$ cat src/rtl/weight_preload_controller.sv
// Weight memory preload: zero-clears the weight memory, streams NUM_WORDS words in over
// valid/ready, then verifies a 16-bit additive checksum before flagging the weights as loaded.
module weight_preload_controller #(
  parameter int WIDTH         = 16,
  parameter int ADDR_WIDTH    = 14,
  parameter int MEM_DEPTH     = 16384,
  parameter int NUM_WORDS     = 12000,
  parameter int TIMEOUT_LIMIT = 100000
) (
  input  logic                  clk,
  input  logic                  rst,
  input  logic                  start,
  input  logic [WIDTH-1:0]      expected_checksum,
  input  logic                  s_valid,
  input  logic [WIDTH-1:0]      s_data,
  output logic                  s_ready,
  output logic                  mem_we,
  output logic [ADDR_WIDTH-1:0] mem_addr,
  output logic [WIDTH-1:0]      mem_wdata,
  output logic                  memory_ready,
  output logic                  weights_loaded,
  output logic                  load_error,
  output logic [ADDR_WIDTH:0]   words_loaded,
  output logic [WIDTH-1:0]      checksum
);

  localparam int CNT_W  = ADDR_WIDTH + 1;
  localparam int IDLE_W = $clog2(TIMEOUT_LIMIT + 1);

  localparam logic [ADDR_WIDTH-1:0] LAST_ADDR = ADDR_WIDTH'(MEM_DEPTH - 1);
  localparam logic [CNT_W-1:0]      LAST_WORD = CNT_W'(NUM_WORDS - 1);
  localparam logic [IDLE_W-1:0]     IDLE_LAST = IDLE_W'(TIMEOUT_LIMIT - 1);

  typedef enum logic [2:0] {
    S_IDLE, S_CLEAR, S_LOAD, S_VERIFY, S_READY, S_ERROR
  } state_e;

  state_e state_q, state_d;

  logic                  mem_we_q,    mem_we_d;
  logic [ADDR_WIDTH-1:0] mem_addr_q,  mem_addr_d;
  logic [WIDTH-1:0]      mem_wdata_q, mem_wdata_d;
  logic [CNT_W-1:0]      words_q,     words_d;
  logic [WIDTH-1:0]      checksum_q,  checksum_d;
  logic [IDLE_W-1:0]     idle_q,      idle_d;

  logic beat;
  assign beat = s_valid && (state_q == S_LOAD);

  // NOTE: sequential state uses non-blocking assignments so every register samples pre-edge values.
  always_ff @(posedge clk) begin
    if (rst) state_q <= S_IDLE;
    else     state_q <= state_d;
  end

  // NOTE: each combinational block assigns defaults first, so no path can infer a latch.
  always_comb begin
    state_d = state_q;
    case (state_q)
      S_IDLE:  if (start) state_d = S_CLEAR;
      S_CLEAR: if (mem_addr_q == LAST_ADDR) state_d = S_LOAD;
      S_LOAD: begin
        if (beat && (words_q == LAST_WORD))       state_d = S_VERIFY;
        else if (!beat && (idle_q == IDLE_LAST))  state_d = S_ERROR;
      end
      S_VERIFY: state_d = (checksum_q == expected_checksum) ? S_READY : S_ERROR;
      S_READY, S_ERROR: if (start) state_d = S_CLEAR;
      default: state_d = S_IDLE;
    endcase
  end

  always_comb begin
    s_ready        = 1'b0;
    memory_ready   = 1'b0;
    weights_loaded = 1'b0;
    load_error     = 1'b0;
    case (state_q)
      S_LOAD:   begin s_ready = 1'b1; memory_ready = 1'b1; end
      S_VERIFY: memory_ready = 1'b1;
      S_READY:  begin memory_ready = 1'b1; weights_loaded = 1'b1; end
      S_ERROR:  begin memory_ready = 1'b1; load_error = 1'b1; end
      default:  ;
    endcase
  end

  // Memory port is registered; the first clear write is issued on the edge that enters CLEAR.
  always_comb begin
    mem_we_d    = 1'b0;
    mem_addr_d  = mem_addr_q;
    mem_wdata_d = mem_wdata_q;
    words_d     = words_q;
    checksum_d  = checksum_q;
    idle_d      = idle_q;
    case (state_q)
      S_IDLE, S_READY, S_ERROR: begin
        if ((state_q == S_IDLE) || start) begin
          mem_we_d    = start;
          mem_addr_d  = '0;
          mem_wdata_d = '0;
          words_d     = '0;
          checksum_d  = '0;
          idle_d      = '0;
        end
      end
      S_CLEAR: begin
        if (mem_addr_q != LAST_ADDR) begin
          mem_we_d    = 1'b1;
          mem_addr_d  = mem_addr_q + ADDR_WIDTH'(1);
          mem_wdata_d = '0;
        end
      end
      S_LOAD: begin
        if (beat) begin
          mem_we_d    = 1'b1;
          mem_addr_d  = words_q[ADDR_WIDTH-1:0];
          mem_wdata_d = s_data;
          words_d     = words_q + CNT_W'(1);
          checksum_d  = checksum_q + s_data;
          idle_d      = '0;
        end else begin
          idle_d = idle_q + IDLE_W'(1);
        end
      end
      default: ;
    endcase
  end

  always_ff @(posedge clk) begin
    if (rst) begin
      mem_we_q    <= 1'b0;
      mem_addr_q  <= '0;
      mem_wdata_q <= '0;
      words_q     <= '0;
      checksum_q  <= '0;
      idle_q      <= '0;
    end else begin
      mem_we_q    <= mem_we_d;
      mem_addr_q  <= mem_addr_d;
      mem_wdata_q <= mem_wdata_d;
      words_q     <= words_d;
      checksum_q  <= checksum_d;
      idle_q      <= idle_d;
    end
  end

  assign mem_we       = mem_we_q;
  assign mem_addr     = mem_addr_q;
  assign mem_wdata    = mem_wdata_q;
  assign words_loaded = words_q;
  assign checksum     = checksum_q;

endmodule

$ cat config.mk
export PLATFORM = sky130hd
export DESIGN_NAME = weight_preload_controller
export DESIGN_NICKNAME = d
export VERILOG_FILES = /design/src/rtl/weight_preload_controller.sv
export SDC_FILE = /design/constraint.sdc
export NUM_CORES = 1
export LEC_CHECK = 0
export ABC_AREA = 1
export CAP_MARGIN = 0
export CORE_MARGIN = 4
export CORE_UTILIZATION = 57
export CTS_BUF_LIST = sky130_fd_sc_hd__clkbuf_4 sky130_fd_sc_hd__clkbuf_8 sky130_fd_sc_hd__clkbuf_16
export DETAILED_ROUTE_END_ITERATION = 8
export PLACE_DENSITY = 0.87
export SYNTH_ARGS = -nofsm -noshare
export SYNTH_HDL_FRONTEND = slang
export SYNTH_SLANG_ARGS = --single-unit
export TNS_END_PERCENT = 10
$ cat constraint.sdc
create_clock -name clk -period 4.2 [get_ports clk]
set_input_delay 0.42 -clock clk [delete_from_list [all_inputs] [get_ports clk]]
set_output_delay 0.42 -clock clk [all_outputs]
set_load 0.02 [all_outputs]
## After elaboration in Yosys (flattened, before gate mapping)

Cells that the tools add are included.

| word-level totals | value |
|---|---|
| register bits | 82 |
| input port bits | 36 |
| output and inout bits | 66 |
| logic and storage cells | 71 |

| cells by class | value |
|---|---|
| $add $sub $neg | 4 |
| eq/ne operators | 16 |
| multiplexer cells | 30 |
| reductions and logical operators | 14 |

Operator list:

| kind | number |
|---|---|
| 16-bit 2-to-1 mux | 4 |
| 16-bit case mux with 3 select lines | 1 |
| 14-bit 2-to-1 mux | 3 |
| 14-bit case mux with 3 select lines | 1 |
| 17-bit 2-to-1 mux | 2 |
| 17-bit case mux with 2 select lines | 1 |
| 16-bit case mux with 2 select lines | 1 |
| 15-bit 2-to-1 mux | 2 |
| 15-bit case mux with 2 select lines | 1 |
| 17-bit by 1-bit adder with 17-bit output, second input constant | 1 |
| 17-bit equality test, second input constant | 1 |
| 16-bit adder | 1 |
| 16-bit equality test | 1 |
| 15-bit by 1-bit adder with 15-bit output, second input constant | 1 |
| 15-bit by 14-bit equality test with 1-bit output, second input constant | 1 |
| 14-bit by 1-bit adder with 14-bit output, second input constant | 1 |
| 14-bit equality test, second input constant | 1 |
| 14-bit inequality test, second input constant | 1 |
| 3-bit 2-to-1 mux | 4 |
| 3-bit case mux with 4 select lines | 1 |
| 1-bit 2-to-1 mux | 8 |
| 3-bit by 2-bit equality test with 1-bit output, second input constant | 2 |
| 3-bit equality test, second input constant | 2 |
| 2-bit inequality test, second input constant | 3 |
| 15 further kinds | 19 |

## Longest topological paths before layout

Gate-level depths: netlist (run 1).

| depth | value |
|---|---|
| word-level depth | 7 |
| depth in mapped cells | 11 |
| gate-level depth less buffers | 11 |

## Worst setup path before layout (run 1)

No wires, ideal clock.

| timing path | value |
|---|---|
| path type | register to register |
| start | register checksum_q[0] (netlist: checksum[0]) |
| end | register checksum_q[12] (netlist: checksum[12]) |
| library setup time | 0.132 ns |
| data arrival time | 1.647 ns |
| required time | 4.068 ns |
| slack | 2.421 ns |
| cell stages (with the launch flop) | 12 |
| path buffers | 0 |
| clock period less this slack | 1.779 ns |
| cells stage by stage | dfxtp_1 -> ha_1 -> inv_1 -> fa_1 -> inv_1 -> nand3_1 -> nand3_1 -> nand3_1 -> nand3_1 -> nand2_1 -> nand3_1 -> a21oi_1 |

| between the ends | value |
|---|---|
| word-level cells in the longest chain between the ends | 3 |

RTL lines:

| item | line | source |
|---|---|---|
| start: declaration | 44 | `logic [WIDTH-1:0] checksum_q, checksum_d;` |
| start signal: assignment | 141 | `checksum_q <= checksum_d;` |
| 16-bit adder | 118 | `checksum_d = checksum_q + s_data;` |
| 16-bit 2-to-1 mux | 113 | `if (beat) begin` |
| 16-bit case mux with 2 select lines | 94 | `case (state_q)` |

No other way between the ends. The select of a mux whose other input is x is not followed.
A chain may end at the register's enable or synchronous reset.

## Final worst setup path (run 1)

| timing path | value |
|---|---|
| start | register state_q[2] |
| end | output memory_ready |

| between the ends | value |
|---|---|
| word-level cells in the longest chain between the ends | 3 |
| elaborated cells on any way between the ends | 6 |
| classes of those cells | 4 x eq/ne; 1 x mux; 1 x reduce/logical |

RTL lines:

| item | line | source |
|---|---|---|
| start: declaration | 38 | `state_e state_q, state_d;` |
| start signal: assignment | 53 | `else state_q <= state_d;` |
| 3-bit by 2-bit equality test with 1-bit output or 3-bit equality test (tied branches) | 77 | `case (state_q)` |
| 4-bit OR reduction (no line) * | n/a |  |
| 1-bit 2-to-1 mux * | 77 |  |
| end: declaration | 20 | `output logic memory_ready,` |

Every way passes the cells marked *; elsewhere a longest branch is shown, timed or not.

==> results.cfg, run 1 <==
[placement]
place_ws_ps = 1820
gp_congestion = 0.946
numPortBuffers = 101
placed_cell_area_um2 = 6380
hpwl_mm = 10.8
dp.cells = 1046

[worst_setup_path]
reg2reg_from = state_q[1]
crit_arrival_ps = 2200
slowest_stage = clkdlybuf4s50_1
required_ps = 3780
path_cells = nor2_1 -> nand2_1 -> nand3_1 -> clkdlybuf4s50_1
crit_start = state_q[2]
endpoint_kind = output pin
critPathMaxStageDelay_ps = 630
start_kind = flop
crit_type = flop to output pin
critPathMaxFanout = 17

[layout]
synthToLayoutAreaGrowth_pct = 22.9
fillers = 793
fin_nets = 1001
fin_cells = 1062
drive_gt1_share_pct = 4.73
n_antenna_cell = 0
final_util_pct = 71.6
final_area_um2 = 6590

[timing]
setup_viol = 0
skew_ps = 16.1
slew_violations = 0
slew-limit-headroom_pct = 24.0
finalHoldViolations = 0
worstMarginPinSlew_ps = 1140
hold_ws_ps = 479
rsz0062_at_grt = no
period_share_pct = 62.3
clock.fmax_ghz = 0.382
worst_slack_ps = 1580
setup_tns_ps = 0
min_period_ps = 2620

[floorplanning]
dieArea_um2 = 11000
row_count = 35
start_util_pct = 58.3
die_y_um = 105
die_x_um = 105
coreArea_um2 = 9200
ios = 102

[clocking]
cts_hold_buffers = 0
clk_pin_slew_ps = 100
cts_tree = built
clk-insertion-delay-late_ps = 360
ctsResizeCount = 0
root_buffer = clkbuf_8
postCtsSetupRepairBufs = 0
cts_buffer_depth = 2
h-tree-depth = 3
cts.sinks = 82
cts_buffers = 9

[global_routing]
grt-ovfl-total = 0
grt_use_total_pct = 27.5
grt_pass1_wl_mm = 25.4
grt_max_degree = 40
grt_pass1_vias = 5470
antenna_found_initial = 0

[flow_run]
cap_violations = 0

[detailed_routing]
drtIter0Drc = 346
drt_first_pass_iters = 5
ant_nets = 0
routed_wl_mm = 15.0
drc = 0
wl_per_cell_um = 14.1
vias = 5852
via_per_inst = 5.51

[synthesis]
synth-main-ff-cell = dfxtp_1
ys_seq_area_share_pct = 30.6
ys_top_cells_by_area = dfxtp_1 (31%), nand2_1 (17%), inv_1 (7.8%)
yosysWarnings = 0
ys_seq_elements = 82
yosysMostFrequentCell = nand2_1
yosysUniqueCellTypes = 39
synth.largest_area_cell = dfxtp_1
yosysTopAreaCellShare_pct = 30.6
async_flop_share_pct = 0
syn-num-nets = 910
synth_common_cells = nand2_1 (240), inv_1 (111), nor2_1 (95)
synth_cells = 855
postSynthAreaPerCell_um2 = 6.27
synth-edff-count = 0
syn-cell-area_um2 = 5360

[power]
worst_ir_drop_vdd_uv = 403
p_total_mw = 2.91
p_leak_nw = 2.76
power_density_nw_per_um2 = 441

[min_path]
min_from = mem_wdata[1]
worstHoldPathType = flop to flop

[outcome]
status = completed
==> state kept, by name (all words and copies together) (netlist names) <==
register and cells:
words_loaded 15, checksum 16, mem_we 1, mem_wdata 16, state_q 3, idle_q 17, mem_addr 14
==> area by class of cell <==
class / count / area (um^2) / share of cell area, %
Timing Repair Buffer: 103 / 1030 / 15.6
Inverter: 116 / 438 / 6.65
Clock inverter: 6 / 66.3 / 1.01
Tap cell: 111 / 139 / 2.11
Clock buffer: 10 / 138 / 2.09
Multi-Input combinational cell: 634 / 3140 / 47.6
Sequential cell: 82 / 1640 / 24.9
==> cell usage in the layout, fill, tap and decap left out, drive strengths merged, types with 5 or more instances in the layout <==
cell	Yosys	routed
a21oi	83	83
clkbuf	8	10
clkdlybuf4s50	0	101
dfxtp	82	82
ha	18	18
inv	116	116
nand2	243	243
nand3	56	56
nand4	24	24
nor2	100	100
nor3	23	23
o21ai	43	43
o22ai	5	5
or2	7	7
xor2	14	14
==> layer usage <==
metal	vias up	global-route usage, %	routed length [um]
li1	2943	-	-
met4	0	8.34	250
met1	2611	36.6	6490
met5	-	0	0
met3	26	4.32	1260
met2	272	45.6	7020
==> cells by family (layout without fill, tap and decap cells) <==
group | Yosys count | after routing | synth area share [%]
buf+inv | 139 | 235 | 10.8
simple gates | 459 | 459 | 37.7
fa+ha+maj | 19 | 19 | 4.58
xor+xnor | 17 | 17 | 2.78
flops | 82 | 82 | 30.6
compound gates | 139 | 139 | 13.5
==> power breakdown <==
part	switching [mW]	internal (mW)
Clock	0.306	0.291
Sequential	0.103	0.878
Combinational	0.877	0.451
Total	1.28	1.62
==> worst max-delay path, delay by kind of cell (launching register included) <==
| kind | cells | cell delay, ps |
|---|---|---|
| buffers and inverters | 1 | 630 |
| and+or+nand+nor | 3 | 860 |
| DFF | 1 | 360 |
==> final timing paths <==
check | endpoint | slack (ps) | cells past startpoint
setup / recovery | memory_ready | 1580 | 4
hold / removal | mem_wdata[1] | 480 | 2
setup reg to reg | words_loaded[6] | 1990 | 8
hold reg to reg | mem_wdata[1] | 480 | 2
Power figures use the tool's default switching activity.
==> run 2, diff against run 1 <==
- CORE_UTILIZATION: 57 -> 48
- PLACE_DENSITY: 0.87 -> 0.79
- clock period: 4.2 -> 2.3 ns (I/O delays scaled with it)
==> results.cfg, run 2 (synthesized netlist as in run 1, its figures left out) <==
[timing]
clock.fmax_ghz = 0.467
skew_ps = 15.6
finalHoldViolations = 0
setup_tns_ps = 0
slew-limit-headroom_pct = 66.0
worst_slack_ps = 158
period_share_pct = 93.1
hold_ws_ps = 471
setup_viol = 0
rsz0062_at_grt = no
min_period_ps = 2140
slew_violations = 0
worstMarginPinSlew_ps = 506

[worst_setup_path]
critPathMaxFanout = 4
slowest_stage = clkdlybuf4s50_1
worstReg2RegEnd = mem_wdata[6]
cp_top_family = buffers and inverters
crit_start = state_q[0]
cp-endpoint = memory_ready
r2r_slack_ps = 380
path_cells = inv_2 -> nor2_4 -> inv_1 -> nor2_1 -> inv_1 -> nand3_1 -> clkdlybuf4s50_1
start_kind = flop
crit_arrival_ps = 1910
path_depth = 7
reg2reg_from = mem_addr[0]
required_ps = 2070
crit_type = flop to output pin
critPathMaxStageDelay_ps = 600
crit_top_cell = inv_1
ff2ff_path_depth = 9
cp_num_buf_inv = 4
endpoint_kind = output pin

[layout]
drive_gt1_share_pct = 5.43
largest_reg_flops = 17
regMostFlops = idle_q
final_cell_mix = nand2_1 (240), inv_1 (111), clkdlybuf4s50_1 (101)
fillers = 1045
final_util_pct = 61.4
synthToLayoutAreaGrowth_pct = 24.7
final_common_cell = nand2_1
fin_nets = 1008
n_antenna_cell = 0

[floorplanning]
row_count = 38
start_util_pct = 49.2
ios = 102
coreArea_um2 = 10900
die_y_um = 114
dieArea_um2 = 12900
die_x_um = 114

[global_routing]
grt_use_total_pct = 24.5
antenna_found_initial = 0
grt-ovfl-total = 0
grt_pass1_wl_mm = 25.9
grt_pass1_vias = 5360
grt_max_degree = 40

[clocking]
clk-insertion-delay-late_ps = 370
root_buffer = clkbuf_8
cts_tree = built
cts_buffer_depth = 2
cts_hold_buffers = 0
h-tree-depth = 3
cts.sinks = 82
ctsResizeCount = 0
cts_buffers = 9
postCtsSetupRepairBufs = 0
clk_pin_slew_ps = 100

[detailed_routing]
drtIter0Drc = 334
vias = 5851
routed_wl_mm = 15.8
via_per_inst = 5.33
drc = 0
ant_nets = 0
drt_first_pass_iters = 5
wl_per_cell_um = 14.4

[placement]
numPortBuffers = 101
hpwl_mm = 11.9
gp_congestion = 0.943
place_ws_ps = 170

[flow_run]
cap_violations = 0

[power]
p_leak_nw = 2.80
worst_ir_drop_vdd_uv = 616
power_density_nw_per_um2 = 806
p_total_mw = 5.39

[outcome]
status = completed

[min_path]
holdPathStages = 2
worstHoldPathType = flop to flop
-- run 2: changes by cell type in the layout (fill, tap and decap cells not counted) --
cell | before | now
clkbuf_8 | 10 | 9
buf_12 | 0 | 1
clkinvlp_4 | 3 | 2
buf_4 | 2 | 8
inv_6 | 0 | 2
-- run 2: power breakdown --
group          leakage [nW]  switching, mW  internal, mW
combinational          2.04           1.60         0.879
sequential            0.664          0.187          1.60
clock                0.0962          0.604         0.510
total                  2.80           2.40          2.99
-- run 2: worst register-to-register path, stage by stage, from the launching register on --
cell and delay, ps:
dfxtp_1 440, ha_1 230, nand3_1 160, nor2_2 250, nand4_2 110, nand3_2 110
inv_1 40, buf_4 200, o21ai_0 180, nor2_1 60
-- run 2: area by class of cell --
type,instances,area [um^2],area share [%]
inverter,116,438,6.55
clock buffer,9,124,1.85
timing repair buffer,110,1090,16.3
sequential,82,1640,24.6
multi-input combinational,634,3140,46.9
clock inverter,7,76.3,1.14
tap,140,175,2.62
-- run 2: per-layer routing --
layer | wire length [um] | share of wire (%) | global-route usage (%) | vias up
li1 | - | - | - | 2954
met1 | 6790 | 43 | 31.3 | 2669
met2 | 7580 | 48 | 41.8 | 203
met3 | 1020 | 6.4 | 3.77 | 25
met4 | 425 | 2.7 | 9.21 | 0
met5 | 0 | 0 | 0 | -
-- run 2: how the worst min path moves through the flow --
stage	start	endpoint	slack, ps
after floorplan	s_data[11]	mem_wdata[11]	370
after global placement	mem_wdata[5]	mem_wdata[5]	460
after detailed placement	mem_wdata[15]	mem_wdata[15]	450
after CTS	mem_wdata[15]	mem_wdata[15]	470
after global routing	mem_wdata[1]	mem_wdata[1]	510
final	mem_wdata[5]	mem_wdata[5]	470
-- run 2: stage by stage --
step | cells | instance area, um^2
final | 1098 | 6680
after global routing | 1098 | 6680
after CTS | 1098 | 6680
after detailed placement | 1082 | 6480
after global placement | 1082 | 6480
after floorplan | 855 | 5360
